[src/rtl/seq_player.sv]
// -----------------------------------------------------------------------------
// seq_player
//   Steps through a small register file of 4-bit digits and shows the digit at
//   the current index on an active-low seven-segment output. The index moves
//   either on a manual step request or automatically every PRESCALE cycles,
//   in the direction selected by dir, wrapping at both ends.
//
// Parameters
//   SEQ_LEN   number of sequence entries (2..16)
//   PRESCALE  clock cycles per auto-advance (1..65535)
//
// Configuration macro
//   SEQ_PLAYER_BLANK_EN  defined: digits 10..15 blank the display.
//                        undefined: digits 10..15 show A b C d E F.
//
// Ports
//   clk       rising-edge clock
//   reset     synchronous active-high reset, wins over every other input
//   dir       1 = forward (index+1), 0 = backward (index-1)
//   mode      0 = manual step, 1 = auto-advance
//   step      manual advance request (ignored in auto mode)
//   hold      freezes index and prescaler
//   wr_en     entry write strobe
//   wr_addr   entry to write; addresses >= SEQ_LEN are ignored
//   wr_digit  value to write
//   hex       active-low segments {g,f,e,d,c,b,a} of entry[idx]
//   idx       current index
//   wrap      one-cycle pulse following an advance that wrapped
// -----------------------------------------------------------------------------
module seq_player #(
   parameter int SEQ_LEN  = 5,
   parameter int PRESCALE = 4
) (
   input  logic       clk,
   input  logic       reset,
   input  logic       dir,
   input  logic       mode,
   input  logic       step,
   input  logic       hold,
   input  logic       wr_en,
   input  logic [3:0] wr_addr,
   input  logic [3:0] wr_digit,
   output logic [6:0] hex,
   output logic [3:0] idx,
   output logic       wrap
);

   localparam logic [3:0]  LAST_IDX = 4'(SEQ_LEN - 1);
   localparam logic [4:0]  LEN      = 5'(SEQ_LEN);
   localparam logic [15:0] PS_TOP   = 16'(PRESCALE - 1);

   logic [3:0]  entry [SEQ_LEN];
   logic [15:0] pres;
   logic        advance;
   logic        at_end;
   logic [3:0]  cur_digit;

   // Power-up contents of the sequence; entries past the first five are zero.
   function automatic logic [3:0] default_digit(input int i);
      case (i)
         0:       return 4'd6;
         1:       return 4'd0;
         2:       return 4'd4;
         3:       return 4'd8;
         4:       return 4'd3;
         default: return 4'd0;
      endcase
   endfunction

   // In auto mode the step input is deliberately ignored.
   assign advance = !hold && (mode ? (pres == PS_TOP) : step);

   // The index sits on the boundary it would leave in the current direction.
   assign at_end = dir ? (idx == LAST_IDX) : (idx == 4'd0);

   always_ff @(posedge clk) begin
      if (reset) begin
         idx  <= 4'd0;
         pres <= 16'd0;
         wrap <= 1'b0;
         // NOTE: the entry file is a handful of flops with defined power-up
         // digits, so it is reset like any other state rather than left as RAM.
         for (int i = 0; i < SEQ_LEN; i++) begin
            entry[i] <= default_digit(i);
         end
      end else begin
         // NOTE: all state here uses non-blocking assignments so that the
         // write, prescaler and index updates all see pre-edge values.
         if (wr_en && ({1'b0, wr_addr} < LEN)) begin
            entry[wr_addr] <= wr_digit;
         end

         if (!mode) begin
            pres <= 16'd0;
         end else if (hold) begin
            pres <= pres;
         end else if (advance) begin
            pres <= 16'd0;
         end else begin
            pres <= pres + 16'd1;
         end

         if (advance) begin
            if (at_end) begin
               idx <= dir ? 4'd0 : LAST_IDX;
            end else begin
               idx <= dir ? idx + 4'd1 : idx - 4'd1;
            end
         end

         wrap <= advance && at_end;
      end
   end

   assign cur_digit = entry[idx];

   always_comb begin
      // NOTE: hex gets a value before the case so no path can infer a latch.
      hex = 7'b1111111;
      case (cur_digit)
         4'd0:  hex = 7'b1000000;
         4'd1:  hex = 7'b1111001;
         4'd2:  hex = 7'b0100100;
         4'd3:  hex = 7'b0110000;
         4'd4:  hex = 7'b0011001;
         4'd5:  hex = 7'b0010010;
         4'd6:  hex = 7'b0000010;
         4'd7:  hex = 7'b1111000;
         4'd8:  hex = 7'b0000000;
         4'd9:  hex = 7'b0010000;
`ifdef SEQ_PLAYER_BLANK_EN
         default: hex = 7'b1111111;
`else
         4'd10: hex = 7'b0001000;
         4'd11: hex = 7'b0000011;
         4'd12: hex = 7'b1000110;
         4'd13: hex = 7'b0100001;
         4'd14: hex = 7'b0000110;
         4'd15: hex = 7'b0001110;
         default: hex = 7'b1111111;
`endif
      endcase
   end

endmodule

[config.mk]
export PLATFORM = sky130hd
export DESIGN_NAME = seq_player
export DESIGN_NICKNAME = d
export VERILOG_FILES = /design/src/rtl/seq_player.sv
export SDC_FILE = /design/constraint.sdc
export NUM_CORES = 1
export LEC_CHECK = 0
export CELL_PAD_IN_SITES_DETAIL_PLACEMENT = 2
export CELL_PAD_IN_SITES_GLOBAL_PLACEMENT = 2
export CORE_MARGIN = 2
export CORE_UTILIZATION = 41
export CTS_BUF_LIST = sky130_fd_sc_hd__clkbuf_4 sky130_fd_sc_hd__clkbuf_8
export CTS_CLUSTER_SIZE = 20
export DETAILED_ROUTE_END_ITERATION = 7
export HOLD_SLACK_MARGIN = 0.12
export MAX_ROUTING_LAYER = met4
export PLACE_DENSITY = 0.95
export SLEW_MARGIN = 20
export SYNTH_ARGS = -nofsm -noshare
export SYNTH_HDL_FRONTEND = slang
export SYNTH_SLANG_ARGS = --single-unit
[constraint.sdc]
create_clock -name clk -period 6.8 [get_ports clk]
set_input_delay 0.68 -clock clk [delete_from_list [all_inputs] [get_ports clk]]
set_output_delay 0.68 -clock clk [all_outputs]
set_load 0.02 [all_outputs]
==> impl_metrics.tcl, run 1 <==
set metrics [dict create \
    status "complete, no violations" \
    worstPathArrival_ps 3400 \
    drt_wl_total_um 7250 \
    post-synth-top-count-cell "edfxtp_1" \
    wl_per_cell_um 20.0 \
    grt_overflow 0 \
    crit_path_end "hex[3]" \
    syn2layout_area_growth_pct 16.0 \
    p_leak_uw 0.00114 \
    clock.fmax_ghz 0.245 \
    synth.area.top_cells "edfxtp_1 (34%), dfxtp_1 (17%), mux4_2 (4.8%)" \
    hold_viol 0 \
    synth-seq-area-share_pct 51.2 \
    core_area_sq_um 6720 \
    synth-simple-area-share_pct 20.6 \
    period_share_pct 60.1 \
    ios 27 \
    ys_types 55 \
    slew_viol_final 0 \
    rr_worst_depth 6 \
    synth_fa_ha_area_share_pct 4.27 \
    htree_num_levels 2 \
    end_kind "primary output" \
    cts_tree "done" \
    ys_async_sr_fraction_pct 0 \
    hold_path.class "flip-flop to flip-flop" \
    die_y_um 86.9 \
    crit_type "flip-flop to primary output" \
    drc_errors 0 \
    first_iter_violations 76 \
    r2r_setup_slack_ps 4480 \
    ant_nets 0 \
    crit_top_cell "mux2i_1" \
    port_buffers 26 \
    setup_viol 0 \
    yosysTopAreaCellShare_pct 34.1 \
    setup-tns-final_ps 0 \
    cts-root-buf "clkbuf_8" \
    cp_max_fo 10 \
    syn-cell-area_sq_um 2820 \
    min_path_cells 2 \
    holdBufCountCts 0 \
    synth_top_family_by_area "simple AND/OR/NAND/NOR gates" \
    utilization_pct 48.6 \
    grt_pass1_wl_um 11800 \
    slowest_delay_ps 680 \
    cap_viol_max_count 0 \
    rsz0062_at_grt "no" \
    crit_chain "mux4_2, mux2i_1, ha_1, inv_1, mux2i_1, nor2_1, a31oi_1, clkdlybuf4s50_1" \
    clockBufferDepth 2 \
    cp_top_family "multiplexers" \
    yosys_warnings 0 \
    ys_ff_latch 56 \
    p_per_area_nw_per_um2 212 \
    antenna_cells 0 \
    synth_compound_area_share_pct 6.71 \
    worst_pin_slew_ps 640 \
    cts_setup_buffers 0 \
    grt_max_degree 19 \
    synth_cells 244 \
    via_per_inst 5.40 \
    netlist_top_cells_count "edfxtp_1 (32), nor2_1 (30), dfxtp_1 (24), and2_1 (15)" \
    path_clk_slew_ps 100 \
    drive_gt1_share_pct 8.48 \
    grtUsageTotal_pct 21.5 \
    clock_skew_ps 3.79 \
    critPathSlowestCell "dfxtp_1" \
    die_area_sq_um 7550 \
    min_period_ps 4080 \
    worstSetupPathDepth 8 \
    startpoint_type "flip-flop" \
    die_w_um 86.9 \
    rr_endpoint "pres[4]$_SDFFE_PP0N_" \
    numClockSinks 56 \
    initial_core_util_pct 41.9 \
    reg2reg_from "pres[0]$_SDFFE_PP0N_" \
    dp_hpwl_um 5660 \
    critPathBufInv 2 \
    antenna_found_initial 0 \
    grt_pass1_vias 2198 \
    route.vias.total 1960 \
    post_cts_resized 0 \
    critPathRequiredTime_ps 6120 \
    syn_avg_cell_area_sq_um 11.5 \
    routabilityCongestion 0.835 \
    muxShareOfSynthArea_pct 9.42 \
    synth_xor_area_share_pct 5.29 \
    peakVddDrop_v 0.0000943 \
    ys.flop_type "edfxtp_1" \
    nets 306 \
    drtPass1Iterations 4 \
    synth_top_cell_by_area "edfxtp_1" \
    clkLatencyLatePin_ps 310 \
    cts_made_buffers 5 \
    synth_edf_count 32 \
    slew_headroom_pct 57.2 \
    num_rows 30 \
]
==> layout make-up <==
cell class	count	area (sq um)
clock buffers	7	83.8
clock inverters	1	3.75
fillers	681	3450
inverters	8	30.0
multi-input cells	185	1350
flip-flops and latches	56	1440
well taps	80	100
repair buffers	26	260
==> worst min path at each step <==
stage / startpoint / endpoint / slack (ps)
final: pres[15]$_SDFFE_PP0N_ / pres[15]$_SDFFE_PP0N_ / 550
after global routing: pres[15]$_SDFFE_PP0N_ / pres[15]$_SDFFE_PP0N_ / 600
after CTS: pres[15]$_SDFFE_PP0N_ / pres[15]$_SDFFE_PP0N_ / 550
after detailed placement: pres[15]$_SDFFE_PP0N_ / pres[15]$_SDFFE_PP0N_ / 520
after global placement: pres[12]$_SDFFE_PP0N_ / pres[12]$_SDFFE_PP0N_ / 510
after floorplan: pres[12]$_SDFFE_PP0N_ / pres[12]$_SDFFE_PP0N_ / 480
==> logic make-up after synthesis <==
logic type / Yosys count
xor gates and xnor gates: 17
AOI/OAI and AO/OA: 25
muxes: 17
DFF: 56
and+or+nand+nor: 105
other: 1
adders and majority gates: 9
buffers and inverters: 14
==> worst min-delay path, cell delays in order, from the launching register on <==
cell and delay, ps:
dfxtp_1 360, xnor2_1 80, nor2_1 80
==> layer usage <==
metal	track usage [%]	up-vias	part of all wire, %
met4	6.82	0	2.2
met1	24.8	985	42
met5	-	-	0
met3	3.32	11	2.0
li1	-	936	-
met2	38.0	28	54
==> per-stage QoR <==
stage / total power (uW) / cell area [sq um] / worst slack (ps) / hold WS, ps / instances
after floorplan: 459 / 2860 / 3860 / 485 / 255
final: 693 / 3270 / 2720 / 548 / 363
after global routing: 722 / 3270 / 2470 / 598 / 363
after CTS: 698 / 3270 / 2700 / 550 / 363
after detailed placement: 512 / 3180 / 3050 / 523 / 355
after global placement: 502 / 3180 / 3210 / 505 / 355
==> flip-flops by register name (all words and copies together) (netlist names), named ones only <==
register / cells
entry: 32
pres: 16
idx: 4
wrap: 1
==> power breakdown <==
| group | leakage [uW] | switching (uW) | internal (uW) |
|---|---|---|---|
| sequential | 0.000505 | 10.9 | 373 |
| clock | 0.0000467 | 109 | 80.2 |
| combinational | 0.000584 | 64.0 | 55.6 |
| total | 0.00114 | 184 | 509 |
==> placed cells by master (no fill, tap or decap), types with 6 or more instances in the layout <==
cell and count:
nor2_1 30, nand2_1 9, mux4_2 6, nand2b_1 12
clkdlybuf4s50_1 26, xnor2_1 12, dfxtp_1 24, edfxtp_1 32
conb_1 12, and2_1 15, ha_1 8, inv_1 8
mux2i_1 7
(Power assumes the default switching activity.)
==> inputs of run 2 (changes only) <==
--- a/config.mk
+++ b/config.mk
@@ -8,13 +8,13 @@
 export CELL_PAD_IN_SITES_DETAIL_PLACEMENT = 2
 export CELL_PAD_IN_SITES_GLOBAL_PLACEMENT = 2
 export CORE_MARGIN = 2
-export CORE_UTILIZATION = 41
+export CORE_UTILIZATION = 40
 export CTS_BUF_LIST = sky130_fd_sc_hd__clkbuf_4 sky130_fd_sc_hd__clkbuf_8
 export CTS_CLUSTER_SIZE = 20
 export DETAILED_ROUTE_END_ITERATION = 7
 export HOLD_SLACK_MARGIN = 0.12
 export MAX_ROUTING_LAYER = met4
-export PLACE_DENSITY = 0.95
+export PLACE_DENSITY = 0.94
 export SLEW_MARGIN = 20
 export SYNTH_ARGS = -nofsm -noshare
 export SYNTH_HDL_FRONTEND = slang
==> constraint.sdc (replaced) <==
create_clock -name clk -period 4.1 [get_ports clk]
set_input_delay 0.41 -clock clk [delete_from_list [all_inputs] [get_ports clk]]
set_output_delay 0.41 -clock clk [all_outputs]
set_load 0.02 [all_outputs]
==> run 2 against run 1 <==
Total power increased by 74%. Critical path depth unchanged. Clock power increased by 96%. First-iteration DRC count increased by 7.9%. Critical path type unchanged. Critical endpoint unchanged.
==> impl_metrics.tcl, run 2 (same netlist as run 1, synthesis figures left out) <==
set metrics [dict create \
    cts_made_buffers 5 \
    htree_num_levels 2 \
    die_y_um 87.9 \
    antenna_found_initial 0 \
    wl_per_cell_um 20.7 \
    pwr-share-seq_pct 52.4 \
    route.vias.total 2045 \
    cts_setup_buffers 0 \
    post-place-ws_ps 809 \
    internal_power_uw 901 \
    peakVddDrop_v 0.000144 \
    holdBufCountCts 0 \
    dp_hpwl_um 5590 \
    grt_max_degree 18 \
    slew_viol_final 0 \
    clock_skew_ps 9.19 \
    drive_gt1_share_pct 9.47 \
    core_area_sq_um 6790 \
    switching_power_uw 308 \
    crit_chain "mux4_2, mux2i_1, ha_1, inv_1, mux2i_1, nor2_1, a31oi_1, clkdlybuf4s50_1" \
    critPathSlowestCell "dfxtp_1" \
    die_area_sq_um 7720 \
    setup_viol 0 \
    die_w_um 87.9 \
    p_leak_uw 0.00116 \
    initial_core_util_pct 41.4 \
    worstPathArrival_ps 3270 \
    final.fill_count 674 \
    grt_pass1_vias 2315 \
    crit_type "flip-flop to primary output" \
    layout_common_cells "edfxtp_1 (32), nor2_1 (30), clkdlybuf4s50_1 (26), dfxtp_1 (24), and2_1 (15)" \
    layout_commonest_cell "edfxtp_1" \
    path_clk_slew_ps 100 \
    num_rows 30 \
    rsz0062_at_grt "no" \
    worst_pin_slew_ps 748 \
    grtUsageTotal_pct 23.4 \
    critPathRequiredTime_ps 3690 \
    drt_wl_total_um 7890 \
    clkLatencyLatePin_ps 320 \
    ios 27 \
    hold_viol 0 \
    setup_slack_ps 422 \
    port_buffers 26 \
    clockPowerShare_pct 30.8 \
    grt_overflow 0 \
    grt_pass1_wl_um 12800 \
    cts-root-buf "clkbuf_8" \
    startpoint_type "flip-flop" \
    routabilityCongestion 0.908 \
    nets 308 \
    slowest_delay_ps 690 \
    final-seq-area_sq_um 1440 \
    status "complete, no violations" \
    swShare_pct 25.5 \
    largest_register_ffs 32 \
    setup-tns-final_ps 0 \
    drc_errors 0 \
    clockBufferDepth 2 \
    via_per_inst 5.37 \
    cap_viol_max_count 0 \
    pwr-share-comb_pct 16.7 \
    min_period_ps 3680 \
    hold_path.class "flip-flop to flip-flop" \
    crit_top_cell "mux2i_1" \
    numClockSinks 56 \
    slew_headroom_pct 49.8 \
    cp_max_fo 10 \
    cts_tree "done" \
    post_cts_resized 0 \
    reg_top3 "entry x32, pres x16, idx x4" \
    clock.fmax_ghz 0.272 \
    first_iter_violations 82 \
    top_register "entry" \
    period_share_pct 89.7 \
    syn2layout_area_growth_pct 18.1 \
    drtPass1Iterations 4 \
    antenna_cells 0 \
    multi_input_area_sq_um 1350 \
    p_per_area_nw_per_um2 364 \
    ant_nets 0 \
    end_kind "primary output" \
]
[run 2: changes by cell type in the layout (fill, tap and decap cells not counted), sizes merged]
cell | previous run | this run
buf | 0 | 2
bufinv | 0 | 1
clkbuf | 7 | 6
[run 2: cell type report]
cell class              instances  share of cell area, %
flip-flops and latches         56                   43.3
multi-input cells             185                   40.5
repair buffers                 28                   8.28
well taps                      96                   3.61
clock buffers                   6                   2.29
clock inverters                 2                   1.05
inverters                       8                  0.903
[run 2: through the flow]
stage	power, uW	cells	area, sq um	hold slack (ps)	utilization [%]
after global routing	1250	381	3330	589	49.0
after floorplan	761	255	2860	485	-
final	1210	381	3330	560	49.0
after global placement	833	373	3210	508	47.3
after CTS	1220	381	3330	558	49.0
after detailed placement	848	373	3210	544	47.3
[run 2: worst max-delay path, delay by kind of cell (launching register included)]
kind	cells	cell delay, ps
mux	3	1020
compound gates	1	150
fa+ha+maj	1	310
flops	1	690
simple gates	1	50
buf+inv	2	720
[run 2: path summary, 6_finish.rpt]
kind / from / slack, ps / to / depth (start not counted)
max: flip-flop / 420 / hex[3] / 8
min: pres[1]$_SDFFE_PP0N_ / 560 / pres[1]$_SDFFE_PP0N_ / 2
max reg2reg: pres[2]$_SDFFE_PP0N_ / 1520 / pres[14]$_SDFFE_PP0N_ / 5
min reg2reg: pres[1]$_SDFFE_PP0N_ / 560 / pres[1]$_SDFFE_PP0N_ / 2
[run 2: layer usage]
metal	share of wire, %	track usage (%)	wire length, um	vias to the layer above
met5	0	-	0	-
met4	3.8	11.3	297	0
met3	1.8	2.45	141	26
met2	53	40.5	4160	44
met1	42	27.0	3290	1035
li1	-	-	-	940
[run 2: power groups by stage]
stage / registers (uW) / clock network [uW] / logic, uW
global route: 637 / 397 / 220
detailed placement: 647 / 0 / 201
CTS: 634 / 378 / 204
floorplan: 639 / 0 / 122
global placement: 643 / 0 / 190
finish: 634 / 373 / 202
==> inputs of run 3 (changes only) <==
==> config.mk (replaced) <==
export PLATFORM = sky130hd
export DESIGN_NAME = seq_player
export DESIGN_NICKNAME = d
export VERILOG_FILES = /design/src/rtl/seq_player.sv
export SDC_FILE = /design/constraint.sdc
export NUM_CORES = 1
export LEC_CHECK = 0
export CORE_MARGIN = 2
export CORE_UTILIZATION = 41
export CTS_BUF_LIST = sky130_fd_sc_hd__clkbuf_4 sky130_fd_sc_hd__clkbuf_8
export CTS_CLUSTER_SIZE = 20
export DETAILED_ROUTE_END_ITERATION = 7
export HOLD_SLACK_MARGIN = 0.12
export MAX_ROUTING_LAYER = met4
export PLACE_DENSITY = 0.72
export SLEW_MARGIN = 20
export SYNTH_ARGS = -nofsm -noshare
export SYNTH_HDL_FRONTEND = slang
export SYNTH_SLANG_ARGS = --single-unit
==> run 3 against run 2 <==
Combinational power decreased by 7%. Global-route usage decreased by 8.6 points. Setup slack improved by 190 ps. Critical path type unchanged. Largest cell class unchanged. Largest power group unchanged.
==> impl_metrics.tcl, run 3 (same netlist as run 1, synthesis figures left out) <==
set metrics [dict create \
    status "complete, no violations" \
    post-place-ws_ps 927 \
    numClockSinks 56 \
    grt_pass1_vias 1786 \
    period_share_pct 85.0 \
    core_area_sq_um 6720 \
    port_buffers 26 \
    die_y_um 86.9 \
    layout_commonest_cell "edfxtp_1" \
    critPathRequiredTime_ps 3690 \
    dp_hpwl_um 3680 \
    final.fill_count 603 \
    rsz0062_at_grt "no" \
    p_leak_uw 0.00115 \
    drc_errors 0 \
    clockBufferDepth 2 \
    p_per_area_nw_per_um2 358 \
    final-seq-area_sq_um 1440 \
    antenna_cells 0 \
    cts_made_buffers 5 \
    grt_overflow 0 \
    htree_num_levels 2 \
    multi_input_area_sq_um 1350 \
    slew_viol_final 0 \
    worst_pin_slew_ps 589 \
    cap_viol_max_count 0 \
    drtPass1Iterations 4 \
    cts_setup_buffers 0 \
    hold_path.class "flip-flop to flip-flop" \
    layout_common_cells "edfxtp_1 (32), nor2_1 (30), clkdlybuf4s50_1 (26), dfxtp_1 (24), and2_1 (15)" \
    setup_viol 0 \
    holdBufCountCts 0 \
    drt_wl_total_um 4880 \
    clkLatencyLatePin_ps 310 \
    nets 307 \
    post_cts_resized 0 \
    die_w_um 86.9 \
    clock_skew_ps 4.10 \
    drive_gt1_share_pct 9.15 \
    design_area_sq_um 3300 \
    die_area_sq_um 7550 \
    syn2layout_area_growth_pct 17.2 \
    min_period_ps 3490 \
    grt_pass1_wl_um 8440 \
    grt_max_degree 19 \
    cts_tree "done" \
    largest_register_ffs 32 \
    setup_slack_ps 613 \
    peakVddDrop_v 0.000215 \
    top_register "entry" \
    cp_max_fo 10 \
    ios 27 \
    num_rows 30 \
    via_per_inst 5.11 \
    wl_per_cell_um 13.4 \
    routabilityCongestion 0.893 \
    utilization_pct 49.1 \
    startpoint_type "flip-flop" \
    first_iter_violations 105 \
    cts-root-buf "clkbuf_8" \
    end_kind "primary output" \
    initial_core_util_pct 41.9 \
    antenna_found_initial 0 \
    crit_type "flip-flop to primary output" \
    hold_viol 0 \
    grtUsageTotal_pct 14.8 \
    ant_nets 0 \
    worstPathArrival_ps 3080 \
    setup-tns-final_ps 0 \
    placed_area_sq_um 3190 \
    clock.fmax_ghz 0.287 \
    reg_top3 "entry x32, pres x16, idx x4" \
    slew_headroom_pct 60.5 \
    path_clk_slew_ps 100 \
    route.vias.total 1859 \
]
[run 3: cell count changes in the layout (fill, tap and decap cells not counted)]
cell,previous run,this run
buf_4,2,1
[run 3: critical path: stages, from the launching register on]
cell,delay (ps)
dfxtp_1,590
mux4_2,370
mux2i_1,470
ha_1,310
inv_1,90
mux2i_1,130
nor2_1,50
a31oi_1,130
clkdlybuf4s50_1,620
[run 3: area by class of cell]
cell class              instances  area share, %
well taps                      80           3.03
repair buffers                 27           8.12
inverters                       8          0.910
multi-input cells             185           40.9
clock buffers                   6           2.31
clock inverters                 2           1.06
flip-flops and latches         56           43.7
[run 3: metrics by stage]
step / total power, uW / hold slack, ps / instances
after floorplan: 761 / 485 / 255
after global placement: 830 / 502 / 356
after detailed placement: 834 / 508 / 356
after CTS: 1190 / 534 / 364
after global routing: 1230 / 568 / 364
final: 1180 / 537 / 364
[run 3: final timing paths]
| path | startpoint | end | slack, ps | cells after the start |
|---|---|---|---|---|
| max | flip-flop | hex[3] | 610 | 8 |
| min | pres[15]$_SDFFE_PP0N_ | pres[15]$_SDFFE_PP0N_ | 540 | 2 |
| max reg2reg | pres[0]$_SDFFE_PP0N_ | pres[0]$_SDFFE_PP0N_ | 1940 | 6 |
| min reg2reg | pres[15]$_SDFFE_PP0N_ | pres[15]$_SDFFE_PP0N_ | 540 | 2 |
[run 3: metal layers]
metal / up-vias / GRT usage (%) / wire [um]
met5: - / - / 0
li1: 942 / - / -
met4: 0 / 4.69 / 55
met2: 46 / 23.4 / 2300
met1: 867 / 19.2 / 2340
met3: 4 / 2.84 / 185
[run 3: power by group]
| part | internal, uW | switching, uW | total (uW) |
|---|---|---|---|
| Sequential | 619 | 13.6 | 632 |
| Combinational | 92.4 | 95.5 | 188 |
| Clock | 188 | 172 | 360 |
